### src/rtl/mips_pkg.sv
// Shared constants and helpers for the MIPS pipeline: reset vector, NOP encoding,
// exception codes and the PC increment.
package mips_pkg;

    localparam logic [31:0] RESET_PC_DEFAULT = 32'h0000_3000;
    localparam logic [31:0] NOP_INSTR        = 32'h0000_0000;
    localparam int          EXC_CODE_W       = 5;
    localparam logic [EXC_CODE_W-1:0] EXC_ADEL = 5'd4;

    // Sequential successor; wraps modulo 2^32 with no carry out.
    function automatic logic [31:0] pc_plus4(input logic [31:0] pc);
        return pc + 32'd4;
    endfunction

endpackage

### src/rtl/if_stage_if.sv
// Fetch-stage bus: next-PC/hazard controls and instruction memory in, PC and IF/ID
// register contents out. The fetch stage uses the slave modport.
interface if_stage_if;
    import mips_pkg::*;

    logic [31:0]           npc;
    logic                  stall;
    logic                  flush;
    logic [31:0]           imem_rdata;
    logic [31:0]           pc;
    logic [31:0]           pc4;
    logic [31:0]           imem_addr;
    logic [31:0]           id_instr;
    logic [31:0]           id_pc;
    logic [31:0]           id_pc4;
    logic                  id_valid;
    logic                  id_exc;
    logic [EXC_CODE_W-1:0] id_exc_code;

    modport master (
        output npc, stall, flush, imem_rdata,
        input  pc, pc4, imem_addr, id_instr, id_pc, id_pc4, id_valid, id_exc, id_exc_code
    );

    modport slave (
        input  npc, stall, flush, imem_rdata,
        output pc, pc4, imem_addr, id_instr, id_pc, id_pc4, id_valid, id_exc, id_exc_code
    );

endinterface

### src/rtl/if_stage_pc_reg.sv
// Program counter register: async active-low reset to the reset vector, loads npc
// whenever enabled.
module pc_reg
    import mips_pkg::*;
#(
    parameter logic [31:0] RESET_PC = RESET_PC_DEFAULT
) (
    input  logic        clk,
    input  logic        reset,
    input  logic        en,
    input  logic [31:0] npc,
    output logic [31:0] pc
);

    always_ff @(posedge clk or negedge reset) begin
        if (!reset) begin
            pc <= RESET_PC;
        end else if (en) begin
            pc <= npc;
        end
    end

endmodule

### src/rtl/if_stage.sv
// MIPS instruction-fetch stage: PC register, imem address and the IF/ID pipeline register.
// Optional fetch address check (AdEL) enabled by defining IF_ADDR_CHECK_EN.
module if_stage
    import mips_pkg::*;
#(
    parameter logic [31:0] RESET_PC   = RESET_PC_DEFAULT,
    parameter logic [31:0] IMEM_BASE  = 32'h0000_3000,
    parameter int unsigned IMEM_BYTES = 4096
) (
    input  logic        clk,
    input  logic        reset,
    if_stage_if.slave   bus
);

    // An empty or misaligned fetch window cannot hold a single instruction.
    if (IMEM_BYTES == 0 || IMEM_BASE[1:0] != 2'b00) begin : g_cfg_err
        $error("if_stage: fetch window must be non-empty and word aligned");
    end

    logic [31:0] pc_p0;
    logic [31:0] pc4_p0;
    logic        adel_p0;

    pc_reg #(.RESET_PC(RESET_PC)) u_pc_reg (
        .clk   (clk),
        .reset (reset),
        .en    (~bus.stall | bus.flush),
        .npc   (bus.npc),
        .pc    (pc_p0)
    );

    assign pc4_p0        = pc_plus4(pc_p0);
    assign bus.pc        = pc_p0;
    assign bus.pc4       = pc4_p0;
    assign bus.imem_addr = pc_p0;

`ifdef IF_ADDR_CHECK_EN
    // 33-bit compare keeps IMEM_BASE + IMEM_BYTES from wrapping.
    localparam logic [32:0] WIN_END = {1'b0, IMEM_BASE} + 33'(IMEM_BYTES);

    assign adel_p0 = (pc_p0[1:0] != 2'b00)
                   || ({1'b0, pc_p0} <  {1'b0, IMEM_BASE})
                   || ({1'b0, pc_p0} >= WIN_END);
`else
    assign adel_p0 = 1'b0;
`endif

    // ---- IF/ID boundary ----
    logic [31:0] instr_p1;
    logic [31:0] pc_p1;
    logic [31:0] pc4_p1;
    logic        vld_p1;

    always_ff @(posedge clk or negedge reset) begin
        if (!reset) begin
            instr_p1 <= NOP_INSTR;
            pc_p1    <= 32'd0;
            pc4_p1   <= 32'd0;
            vld_p1   <= 1'b0;
        end else if (bus.flush) begin
            instr_p1 <= NOP_INSTR;
            pc_p1    <= 32'd0;
            pc4_p1   <= 32'd0;
            vld_p1   <= 1'b0;
        end else if (!bus.stall) begin
            instr_p1 <= adel_p0 ? NOP_INSTR : bus.imem_rdata;
            pc_p1    <= pc_p0;
            pc4_p1   <= pc4_p0;
            vld_p1   <= 1'b1;
        end
    end

    assign bus.id_instr = instr_p1;
    assign bus.id_pc    = pc_p1;
    assign bus.id_pc4   = pc4_p1;
    assign bus.id_valid = vld_p1;

`ifdef IF_ADDR_CHECK_EN
    logic                  exc_p1;
    logic [EXC_CODE_W-1:0] exc_code_p1;

    always_ff @(posedge clk or negedge reset) begin
        if (!reset) begin
            exc_p1      <= 1'b0;
            exc_code_p1 <= '0;
        end else if (bus.flush) begin
            exc_p1      <= 1'b0;
            exc_code_p1 <= '0;
        end else if (!bus.stall) begin
            exc_p1      <= adel_p0;
            exc_code_p1 <= adel_p0 ? EXC_ADEL : '0;
        end
    end

    assign bus.id_exc      = exc_p1;
    assign bus.id_exc_code = exc_code_p1;
`else
    assign bus.id_exc      = 1'b0;
    assign bus.id_exc_code = '0;
`endif

endmodule
### src/flat_wrapper.sv
// flat-port wrapper written by rule: the top's interface ports become plain ports
module if_stage_flat import mips_pkg::*;
#(
    parameter logic [31:0] RESET_PC   = RESET_PC_DEFAULT,
    parameter logic [31:0] IMEM_BASE  = 32'h0000_3000,
    parameter int unsigned IMEM_BYTES = 4096
)
  (clk, reset, bus_npc, bus_stall, bus_flush, bus_imem_rdata, bus_pc, bus_pc4, bus_imem_addr, bus_id_instr, bus_id_pc, bus_id_pc4, bus_id_valid, bus_id_exc, bus_id_exc_code);
  if_stage_if bus_i ();
  input  logic clk;
  input  logic reset;
  input wire logic [$bits(bus_i.npc)-1:0] bus_npc;
  input wire logic [$bits(bus_i.stall)-1:0] bus_stall;
  input wire logic [$bits(bus_i.flush)-1:0] bus_flush;
  input wire logic [$bits(bus_i.imem_rdata)-1:0] bus_imem_rdata;
  output wire logic [$bits(bus_i.pc)-1:0] bus_pc;
  output wire logic [$bits(bus_i.pc4)-1:0] bus_pc4;
  output wire logic [$bits(bus_i.imem_addr)-1:0] bus_imem_addr;
  output wire logic [$bits(bus_i.id_instr)-1:0] bus_id_instr;
  output wire logic [$bits(bus_i.id_pc)-1:0] bus_id_pc;
  output wire logic [$bits(bus_i.id_pc4)-1:0] bus_id_pc4;
  output wire logic [$bits(bus_i.id_valid)-1:0] bus_id_valid;
  output wire logic [$bits(bus_i.id_exc)-1:0] bus_id_exc;
  output wire logic [$bits(bus_i.id_exc_code)-1:0] bus_id_exc_code;
  assign bus_i.npc = bus_npc;
  assign bus_i.stall = bus_stall;
  assign bus_i.flush = bus_flush;
  assign bus_i.imem_rdata = bus_imem_rdata;
  assign bus_pc = bus_i.pc;
  assign bus_pc4 = bus_i.pc4;
  assign bus_imem_addr = bus_i.imem_addr;
  assign bus_id_instr = bus_i.id_instr;
  assign bus_id_pc = bus_i.id_pc;
  assign bus_id_pc4 = bus_i.id_pc4;
  assign bus_id_valid = bus_i.id_valid;
  assign bus_id_exc = bus_i.id_exc;
  assign bus_id_exc_code = bus_i.id_exc_code;
  if_stage #(.RESET_PC(RESET_PC), .IMEM_BASE(IMEM_BASE), .IMEM_BYTES(IMEM_BYTES)) u_core (.clk(clk), .reset(reset), .bus(bus_i));
endmodule
### config.mk
export PLATFORM = sky130hd
export DESIGN_NAME = if_stage_flat
export DESIGN_NICKNAME = d
export VERILOG_FILES = /design/src/rtl/mips_pkg.sv /design/src/rtl/if_stage_if.sv /design/src/rtl/if_stage_pc_reg.sv /design/src/rtl/if_stage.sv /design/src/flat_wrapper.sv
export SDC_FILE = /design/constraint.sdc
export NUM_CORES = 1
export LEC_CHECK = 0
export BUFFER_PORTS_ARGS = -buffer_cell sky130_fd_sc_hd__buf_4
export CORE_ASPECT_RATIO = 0.7
export CORE_UTILIZATION = 48
export DETAILED_ROUTE_END_ITERATION = 6
export PLACE_DENSITY = 0.81
export REMOVE_ABC_BUFFERS = 1
export SKIP_LAST_GASP = 1
export SYNTH_ARGS = -nofsm -noshare
export SYNTH_HDL_FRONTEND = slang
export SYNTH_SLANG_ARGS = --single-unit
### constraint.sdc
create_clock -name clk -period 2.5 [get_ports clk]
set_input_delay 0.25 -clock clk [delete_from_list [all_inputs] [get_ports clk]]
set_output_delay 0.25 -clock clk [all_outputs]
set_load 0.02 [all_outputs]
==> summary.txt, run 1 <==
Status
  – Outcome: finished, violations left
  – Failing checks: negative setup slack

STA
  – RSZ-0062 raised after global routing: true
  – Skew final: 0.008069 ns
  – Least-Margin Pin Slew: between 0.9 and 1 ns
  – Final setup viols: 13
  – Fin worst setup slack: -0.2401 ns
  – Worst hold margin: approximately 0.060 ns
  – Max-slew headroom: 38.10%
  – Maximum clock frequency: about 360 MHz
  – Pins Over Slew Limit: 0
  – Tmin final: 2.740 ns
  – Final hold violation count: 0
  – Setup TNS: -2.183 ns
  – Tcrit/Tclk final: 109.6%

Placement
  – Hpwl dp: approximately 12000 um
  – Placed cell area: 7959 um2
  – Routability cong.: 0.8795
  – I/O Buffers: 260
  – Placed insts: 923
  – Placement Setup Slack: 0.1025 ns

Flow run
  – Max-cap viol count: 0

Global route
  – Vias in the first global route: approximately 5200
  – Largest net degree at the start of global routing: 85
  – Grt total ovfl: 0
  – First-pass GRT wire length: about 27000 um
  – Initial antenna violation count: 0
  – Total GRT Usage: 28.40%

Synth
  – Synthesized area per cell: 10.90 um2
  – Number of synthesis warnings: 0
  – Synth Cell Area: 5997 um2
  – Seq cells post-synth: 127
  – Synth cell types: 39
  – Register area share after synthesis: 53.04%
  – Mapped Cells: 550

Finish
  – Layout cells sized above 1: roughly 50%
  – FILL cells: 831
  – Fin util: 74.37%
  – Commonest cells after routing, fill and taps aside: buf_4, dfrtp_1, nor2_1, mux2i_1, nand2_1
  – ANT cells: 0
  – Final nets: 871
  – Finished Cell Area: 8875 um2
  – Non-Filler Instances: 972
  – Syn-to-layout area delta: 47.99%
  – Most common cell after layout, fill and taps aside: buf_4

Floorplan
  – Core Region: 11930 um2
  – Starting density of the core: 50.26%
  – # IOs: about 270
  – Rows: 33
  – DIE AREA: ~13000 um2
  – Die Y-Extent: 95.52 um
  – Die width: 135.6 um

Pwr
  – Power Density: roughly 680 nW/um2
  – Maximum vdd ir drop: 0.5122 mV
  – LEAKAGE: 4.511 nW
  – Total power: 6.022 mW

Routing
  – Vias per std cell: 5.454
  – Post-route ant nets: 0
  – Via Count: between 5000 and 6000
  – 1st-pass router iterations: 5
  – DRC: 0
  – Final wirelength: 18340 um
  – Avg WL per Cell: roughly 19 um
  – Iter 0 DRT Violations: 268

Clock network
  – CTS tree: built
  – Clock Tree Root: clkbuf_16
  – CTS H-tree depth: 4
  – Clock Sinks: 127
  – Clk slew on worst S/H paths: roughly 0.06 ns
  – TritonCTS Buffers: 17
  – CTS Buffer Depth: 2
  – Skew-Pair Late Insertion Delay: 0.41 ns

Setup path
  – CP dominant cell by count: buf_6
  – Worst Setup End Kind: output port
  – Worst endpoint required time: 2.25 ns
  – Worst-path cell chain: buf_6 -> nand4_1 -> buf_4 -> or4_4 -> or3_4 -> nand2_2 -> buf_6
  – Setup CP Type: reg -> out
  – Critical Path AT: between 2 and 2.5 ns
  – CP max FO: 6
  – Max incr delay on CP: 0.57 ns
  – Startpoint Class: flop
  – Slowest-stage cell, CP: dfstp_2

Min path
  – Worst min path class: in -> reg
## synth_stat cells
| library cell | count | area [um2] |
|---|---|---|
| mux2_2 | 27 | 304.0 |
| or3_1 | 5 | 31.28 |
| a21oi_1 | 5 | 25.02 |
| a211oi_1 | 1 | 7.510 |
| inv_1 | 7 | 26.28 |
| dfrtp_1 | 125 | 3128 |
| nand3b_1 | 1 | 7.510 |
| o31ai_1 | 8 | 60.06 |
| nand4bb_1 | 1 | 11.26 |
| buf_6 | 2 | 22.52 |
| nor3_1 | 4 | 20.02 |
| buf_1 | 2 | 7.510 |
| clkbuf_1 | 28 | 105.1 |
| a31oi_1 | 1 | 6.260 |
| dfstp_2 | 2 | 52.55 |
| or4_1 | 7 | 52.55 |
| mux2i_1 | 64 | 640.6 |
| a311oi_1 | 14 | 122.6 |
| conb_1 | 1 | 3.750 |
| xor2_1 | 7 | 61.31 |
| o21a_1 | 11 | 82.58 |
| nand2_1 | 37 | 138.9 |
| and3_1 | 3 | 18.77 |
| nor4_1 | 3 | 18.77 |
| nor2_1 | 84 | 315.3 |
| nand4_4 | 1 | 21.27 |
| xnor2_1 | 6 | 52.55 |
| and2_1 | 1 | 6.260 |
| or4_4 | 4 | 45.04 |
| o21ai_0 | 13 | 65.06 |
| buf_2 | 2 | 10.01 |
| nor2b_1 | 1 | 6.260 |
| nand2b_1 | 4 | 25.02 |
| nand3_1 | 9 | 45.04 |
| buf_4 | 42 | 315.3 |
| ha_1 | 1 | 12.51 |
| nand4_1 | 9 | 56.30 |
| o211a_1 | 4 | 40.04 |
| and4_1 | 3 | 26.28 |
## layer usage
layer | part of all wire (%) | track usage, % | wire length, um | vias to the layer above
li1 | - | - | - | 2379
met1 | 41 | 36.75 | 7524 | 2647
met2 | 49 | 45.15 | 9018 | 242
met3 | 7.5 | 6.911 | 1372 | 33
met4 | 2.3 | 13.39 | 425 | 0
met5 | 0 | 0 | 0 | -
## where the power goes
part / total [mW] / leakage, nW / internal [mW] / switching [mW]
logic: 1.39 / 2.63 / 0.610 / 0.777
registers: 2.34 / 1.62 / 2.20 / 0.131
clock network: 2.30 / 0.263 / 1.37 / 0.932
total: 6.02 / 4.51 / 4.18 / 1.84
## cell type report
type	instances	area, um2	share of cell area (%)
Clock buffer	19	432.9	4.878
Tap cell	157	196.4	2.213
Inverter	7	26.28	0.2961
Sequential cell	127	3186	35.89
Timing Repair Buffer	302	2361	26.60
Clock inverter	13	116.4	1.311
Multi-Input combinational cell	347	2556	28.80
## logic make-up (layout without fill, tap and decap cells)
logic type / Yosys count / count (layout) / share of synthesized area [%]
simple gates: 177 / 179 / 14.10
flops: 127 / 127 / 53.04
mux: 91 / 91 / 15.75
buf+inv: 83 / 341 / 8.116
compound gates: 57 / 57 / 6.823
xor+xnor: 13 / 13 / 1.899
fa+ha+maj: 1 / 1 / 0.2086
other cells: 1 / 6 / 0.06253
## worst max-delay path, delay by kind of cell, from the launching register on
kind          cells  cell delay [ns]
simple gates      4             1.11
flops             1             0.57
buf+inv           3             0.40
## timing repair
action                     4_1_cts  5_1_grt
hold buffers                     1        0
pin swaps                        8        6
hold endpoints to repair        34        0
setup endpoints to repair       15       18
resized for setup               26       32
buffers inserted                10        5
cloned                           2        0
## worst paths after layout
kind,depth (start not counted),startpoint,to,slack (ns)
max,7,u_core.u_pc_reg.pc[13]$_DFFE_PN1P_,bus_pc4[20],-0.24
min,3,bus_npc[11],u_core.u_pc_reg.pc[11]$_DFFE_PN0P_,0.06
max reg2reg,6,u_core.u_pc_reg.pc[13]$_DFFE_PN1P_,u_core.bus.id_pc4[20]$_DFFE_PN0P_,0.23
min reg2reg,1,u_core.bus.id_valid$_DFFE_PN0P_,u_core.bus.id_valid$_DFFE_PN0P_,0.48
max in group asynchronous,3,reset,u_core.u_pc_reg.pc[22]$_DFFE_PN0P_,1.40
min in group asynchronous,2,reset,u_core.bus.id_pc[26]$_DFFE_PN0P_,0.34
(Power assumes the default switching activity.)
==> run 2, diff against run 1 <==
- CELL_PAD_IN_SITES_DETAIL_PLACEMENT: unset -> 2
- CELL_PAD_IN_SITES_GLOBAL_PLACEMENT: unset -> 2
- CORE_UTILIZATION: 48 -> 28
- PLACE_DENSITY: 0.81 -> unset
- PLACE_DENSITY_LB_ADDON: unset -> 0.1
- clock period: 2.5 -> 2.8 ns (I/O delays scaled with it)
==> run 2 against run 1 <==
- the run now ends clean
- largest cell class unchanged
- utilization shrank 32 points
- cell area shrank 0.59%
- die area is 70% higher
- sequential cell count unchanged
- via count decreased by 1.8%
- worst hold slack better by 0.015 ns
- cell count increased by 12%
- wire length is 21% higher
- power is 9.0% lower
- critical endpoint is now bus_pc4[29]
- first-iteration DRC count is 34% lower
- clock power down 5%
- largest power group is now clock
==> summary.txt, run 2 (synthesized netlist as in run 1, its figures left out) <==
Status
  – Outcome: completed

Global route
  – Largest net degree at the start of global routing: 92
  – First-pass GRT wire length: 33890 um
  – Grt total ovfl: 0
  – Total GRT Usage: about a fifth
  – Vias in the first global route: 5701
  – Initial antenna violation count: 0

Setup path
  – CP delay by family, top: simple AND/OR/NAND/NOR gates
  – R2R depth: 4
  – WP depth: 5
  – Setup CP Type: reg -> out
  – Critical Path AT: 2.49 ns
  – CP max FO: 7
  – Worst endpoint required time: between 2 and 3 ns
  – Max incr delay on CP: 0.63 ns
  – Worst-path cell chain: nand4_1 -> or4_4 -> or4_4 -> nand2_1 -> buf_4
  – CP dominant cell by count: or4_4
  – Slowest-stage cell, CP: or4_4
  – Buf+Inv Stages, Crit Path: 1
  – Startpoint Class: flop
  – Worst Setup End Kind: output port

Placement
  – I/O Buffers: between 200 and 300
  – Routability cong.: around 0.76
  – Placed insts: 1040
  – Placement Setup Slack: 0.3296 ns
  – Hpwl dp: 15580 um

Routing
  – Avg WL per Cell: 20.50 um
  – Post-route ant nets: 0
  – 1st-pass router iterations: 4
  – DRC: 0
  – Top sig layer: met4
  – Met2 WL: 10320 um
  – Met3 wire length: ~1600 um
  – Via Count: 5208
  – Wire length on met1: 10110 um
  – Final wirelength: 22220 um
  – Vias per std cell: 4.804
  – Iter 0 DRT Violations: approximately 180

Clock network
  – Skew-Pair Late Insertion Delay: 0.42 ns
  – CTS H-tree depth: 4
  – TritonCTS Buffers: 17
  – Clock Sinks: ~130
  – Clock Tree Root: clkbuf_16
  – Clk slew on worst S/H paths: 0.06 ns
  – CTS Buffer Depth: 2
  – CTS tree: built

Finish
  – Final nets: between 800 and 900
  – Syn-to-layout area delta: 47.11%
  – Fin util: ~42%
  – Layout cells sized above 1: 47.03%
  – Reg area: 3186 um2
  – Most common cell after layout, fill and taps aside: buf_4
  – FILL cells: 2195
  – Multi-input logic area: roughly 2400 um2
  – Commonest cells after routing, fill and taps aside: buf_4, dfrtp_1, nor2_1, mux2i_1, nand2_1
  – ANT cells: 0
  – Non-Filler Instances: 1084

Flow run
  – Max-cap viol count: 0

Pwr
  – Switching power: 1.654 mW
  – Sw frac: around 30%
  – Power Density: 621.3 nW/um2
  – Clock power share: 39.7%
  – Reg power frac: 38.2%
  – LEAKAGE: 4.439 nW
  – Total power: 5.481 mW
  – Maximum vdd ir drop: between 0.3 and 0.4 mV
  – Internal power: 3.827 mW
  – Comb power frac: about 22%

STA
  – Final setup viols: 0
  – Worst hold margin: 0.07598 ns
  – Final hold violation count: 0
  – RSZ-0062 raised after global routing: true
  – Least-Margin Pin Slew: slightly above 0.9 ns
  – Fin worst setup slack: a little under 0.03 ns
  – Tcrit/Tclk final: 98.96%
  – Pins Over Slew Limit: 0
  – Maximum clock frequency: roughly 360 MHz
  – Max-slew headroom: 39.39%
  – Tmin final: 2.771 ns
  – Skew final: 0.007705 ns

Floorplan
  – DIE AREA: 22020 um2
  – Rows: 44
  – Starting density of the core: 28.74%
  – # IOs: 267
  – Die width: 176.9 um
  – Die Y-Extent: 124.4 um
  – Core Region: approximately 21000 um2

Min path
  – Min-Delay Path Depth: 3
  – Worst min path class: in -> reg
run 2: power groups by stage:
| stage | sequential [mW] | clock (mW) | combinational (mW) |
|---|---|---|---|
| after floorplan | 2.33 | 0 | 0.307 |
| after global placement | 2.11 | 0 | 1.18 |
| after detailed placement | 2.12 | 0 | 1.20 |
| after CTS | 2.09 | 2.23 | 1.21 |
| after global routing | 2.11 | 2.31 | 1.30 |
| final | 2.09 | 2.18 | 1.21 |
run 2: final cells by class:
| class | instances | area share (%) |
|---|---|---|
| Sequential cell | 127 | 36.11 |
| Timing Repair Buffer | 296 | 25.49 |
| Inverter | 7 | 0.2978 |
| Tap cell | 276 | 3.914 |
| Clock buffer | 20 | 5.177 |
| Clock inverter | 11 | 1.319 |
| Multi-Input combinational cell | 347 | 27.70 |
run 2: through the flow:
stage                     cell area, um2  TNS, ns
final                               8822        0
after global routing                8822  -0.2287
after CTS                           8675  -0.2219
after detailed placement            8059        0
after global placement              8059        0
after floorplan                     5555        0
run 2: layer usage:
metal	track usage, %	vias to the layer above
li1	-	2367
met2	32.25	173
met4	4.716	0
met3	7.021	13
met5	0	-
met1	26.57	2655
run 2: worst min-delay path, stage by stage:
cell	delay, ns
buf_4	0.08
nand2_1	0.03
o21ai_0	0.06
run 2: path summary, 6_finish.rpt:
| path | to | startpoint | slack [ns] |
|---|---|---|---|
| max reg2reg | u_core.bus.id_pc4[29]$_DFFE_PN0P_ | u_core.u_pc_reg.pc[13]$_DFFE_PN1P_ | 0.57 |
| max | bus_pc4[29] | u_core.u_pc_reg.pc[13]$_DFFE_PN1P_ | 0.03 |
| min | u_core.u_pc_reg.pc[16]$_DFFE_PN0P_ | bus_npc[16] | 0.08 |
| max in group asynchronous | u_core.bus.id_instr[17]$_DFFE_PN0P_ | reset | 1.44 |
| min in group asynchronous | u_core.bus.id_pc[6]$_DFFE_PN0P_ | reset | 0.52 |
| min reg2reg | u_core.bus.id_valid$_DFFE_PN0P_ | u_core.bus.id_valid$_DFFE_PN0P_ | 0.48 |
run 2: what timing repair did:
action / 4_1_cts / 5_1_grt
gates resized for setup: 5 / 19
endpoints found under the setup margin: 8 / 13
pin swaps: 1 / 6
hold buffers: 1 / 0
cloned: 1 / 1
endpoints found under the hold margin: 8 / 0
setup buffers: 2 / 8
==> run 3, diff against run 2 <==
- ABC_AREA: unset -> 1
- CAP_MARGIN: unset -> 25
- CORE_UTILIZATION: 28 -> 26
==> run 3 against run 2 <==
- fmax is 11% higher
- sequential power about the same
- critical path depth increased by 2
- synthesized area down 3.7%
- synthesized cell count rose by 16%
- clock power is 23% higher
- sequential cell count stayed put
- largest cell class unchanged
- largest power group unchanged
- highest routed layer unchanged
==> summary.txt, run 3 <==
Status
  – Outcome: completed

Finish
  – FILL cells: 2428
  – Commonest cells after routing, fill and taps aside: buf_4, nand2_1, dfrtp_1, o21ai_0, inv_1
  – Syn-to-layout area delta: 47.19%
  – Multi-input logic area: 2021 um2
  – Layout cells sized above 1: 36.72%
  – Most common cell after layout, fill and taps aside: buf_4
  – Final nets: 933
  – Reg area: 3181 um2
  – ANT cells: 0

Clock network
  – CTS Buffer Depth: 2
  – CTS tree: built
  – Clk slew on worst S/H paths: ~0.070 ns
  – TritonCTS Buffers: 17
  – Clock Tree Root: clkbuf_16
  – CTS H-tree depth: 4
  – Skew-Pair Late Insertion Delay: 0.42 ns
  – Clock Sinks: 127

Min path
  – Min-Delay Path Depth: 2
  – Worst min path class: in -> reg

Global route
  – Largest net degree at the start of global routing: 95
  – Vias in the first global route: 5858
  – Initial antenna violation count: 0
  – Total GRT Usage: 19.36%
  – Grt total ovfl: 0
  – First-pass GRT wire length: roughly 34000 um

Floorplan
  – Starting density of the core: 26.57%
  – Die width: 180.1 um
  – Core Region: 21730 um2
  – Rows: 45
  – DIE AREA: 22820 um2
  – Die Y-Extent: 126.7 um
  – # IOs: ~270

Synth
  – Top FF cell, synth: dfrtp_1
  – Top post-synthesis cells by count: nand2_1, dfrtp_1, o21ai_0
  – Register area share after synthesis: 55.08%
  – Synth async-reset ratio: 100.0%
  – Synth cell types: 22
  – Mapped Cells: between 600 and 700
  – Post-synth EDFFs: 0
  – Top-area cell type share of the netlist area: 54.17%
  – Number of synthesis warnings: 0
  – Area leader, netlist: dfrtp_1
  – Synth Cell Area: 5774 um2
  – Top-count cell post-synth: nand2_1
  – Seq cells post-synth: 127
  – Synthesized area per cell: 9.022 um2
  – Top cells by area, synth: dfrtp_1, nand2_1, o21ai_0

Placement
  – Placement Setup Slack: around 0.74 ns
  – Hpwl dp: roughly 16000 um
  – I/O Buffers: 260
  – Routability cong.: between 0.7 and 0.8

Setup path
  – Slowest-stage cell, CP: dfrtp_1
  – Worst Setup End Kind: output port
  – WP depth: 7
  – Startpoint Class: flop
  – Max incr delay on CP: 0.43 ns
  – Critical Path AT: 2.22 ns
  – CP max FO: 5
  – CP delay by family, top: simple AND/OR/NAND/NOR gates
  – Worst endpoint required time: between 2 and 3 ns
  – CP dominant cell by count: nand2_1
  – Worst-path cell chain: ha_1 -> nand3_1 -> nor2_1 -> nand2_1 -> o21ai_0 -> nand2_1 -> buf_4
  – R2R depth: 8
  – Setup CP Type: reg -> out
  – Buf+Inv Stages, Crit Path: 1

STA
  – Tcrit/Tclk final: 89.38%
  – Final setup viols: 0
  – Fin worst setup slack: 0.2975 ns
  – Skew final: approximately 0.013 ns
  – Max-slew headroom: 55.26%
  – Final hold violation count: 0
  – RSZ-0062 raised after global routing: false
  – Setup TNS: 0 ns
  – Maximum clock frequency: around 400 MHz
  – Pins Over Slew Limit: 0
  – Tmin final: approximately 2.5 ns
  – Least-Margin Pin Slew: 0.6711 ns

Routing
  – Via Count: 5196
  – Post-route ant nets: 0
  – Met3 wire length: 1194 um
  – Met2 WL: ~10000 um
  – Top sig layer: met4
  – Iter 0 DRT Violations: 163
  – 1st-pass router iterations: 4
  – Vias per std cell: 4.483
  – Wire length on met1: 10200 um
  – DRC: 0
  – Final wirelength: 21400 um
  – Avg WL per Cell: between 15 and 20 um

Pwr
  – Maximum vdd ir drop: 0.3595 mV
  – LEAKAGE: 4.437 nW
  – Power Density: 686.3 nW/um2

Flow run
  – Max-cap viol count: 0
## run 3: final timing paths
kind	from	endpoint	slack, ns
setup / recovery	u_core.u_pc_reg.pc[3]$_DFFE_PN0P_	bus_pc4[20]	0.30
hold / removal	bus_flush	u_core.bus.id_valid$_DFFE_PN0P_	0.06
setup reg to reg	u_core.u_pc_reg.pc[3]$_DFFE_PN0P_	u_core.bus.id_pc4[20]$_DFFE_PN0P_	0.91
hold reg to reg	u_core.bus.id_pc4[5]$_DFFE_PN0P_	u_core.bus.id_pc4[5]$_DFFE_PN0P_	0.49
max in group asynchronous	reset	u_core.u_pc_reg.pc[23]$_DFFE_PN0P_	1.64
min in group asynchronous	reset	u_core.bus.id_instr[23]$_DFFE_PN0P_	0.41
## run 3: area by class of cell
cell class / count / share of cell area (%)
Sequential cell: 127 / 37.42
Timing Repair Buffer: 268 / 24.19
Tap cell: 282 / 4.151
Multi-Input combinational cell: 402 / 23.77
Inverter: 48 / 2.120
Clock inverter: 12 / 2.974
Clock buffer: 20 / 5.373
## run 3: power by group
| part | switching [mW] | total, mW | leakage (nW) | internal (mW) |
|---|---|---|---|---|
| combinational | 0.626 | 1.04 | 2.45 | 0.415 |
| sequential | 0.137 | 2.10 | 1.65 | 1.96 |
| clock | 0.875 | 2.69 | 0.342 | 1.82 |
| total | 1.64 | 5.83 | 4.44 | 4.20 |
## run 3: metrics by stage
step | total power, mW | utilization, % | std cells | instance area (um2) | hold WS (ns)
2_1_floorplan | 2.581 | - | 577 | 5366 | -0.01559
3_3_place_gp | 3.159 | 35.71 | 1125 | 7760 | 0.2952
3_5_place_dp | 3.184 | 35.71 | 1125 | 7760 | 0.3107
4_1_cts | 5.922 | 39.02 | 1158 | 8479 | 0.04350
5_1_grt | 6.071 | 39.11 | 1159 | 8499 | 0.06142
6_report | 5.833 | 39.11 | 1159 | 8499 | 0.06185
## run 3: metal layers
layer | vias to the layer above | track usage (%)
li1 | 2428 | -
met5 | - | 0
met1 | 2608 | 25.96
met3 | 16 | 5.484
met4 | 0 | 5.178
met2 | 144 | 30.69
## run 3: timing repair
action                                 in CTS  in global routing
hold buffers                                1                  0
gates resized for setup                     0                  0
setup buffers                               0                  0
endpoints found under the hold margin      57                  0
## run 3: cell families (layout without fill, tap and decap cells)
kind of cell	after synthesis	count (layout)	synth area share, %
flops	127	127	55.08
simple gates	274	274	19.74
fa+ha+maj	1	1	0.2167
buf+inv	116	348	10.51
other cells	1	6	0.06494
compound gates	106	106	11.46
xor+xnor	15	15	2.925
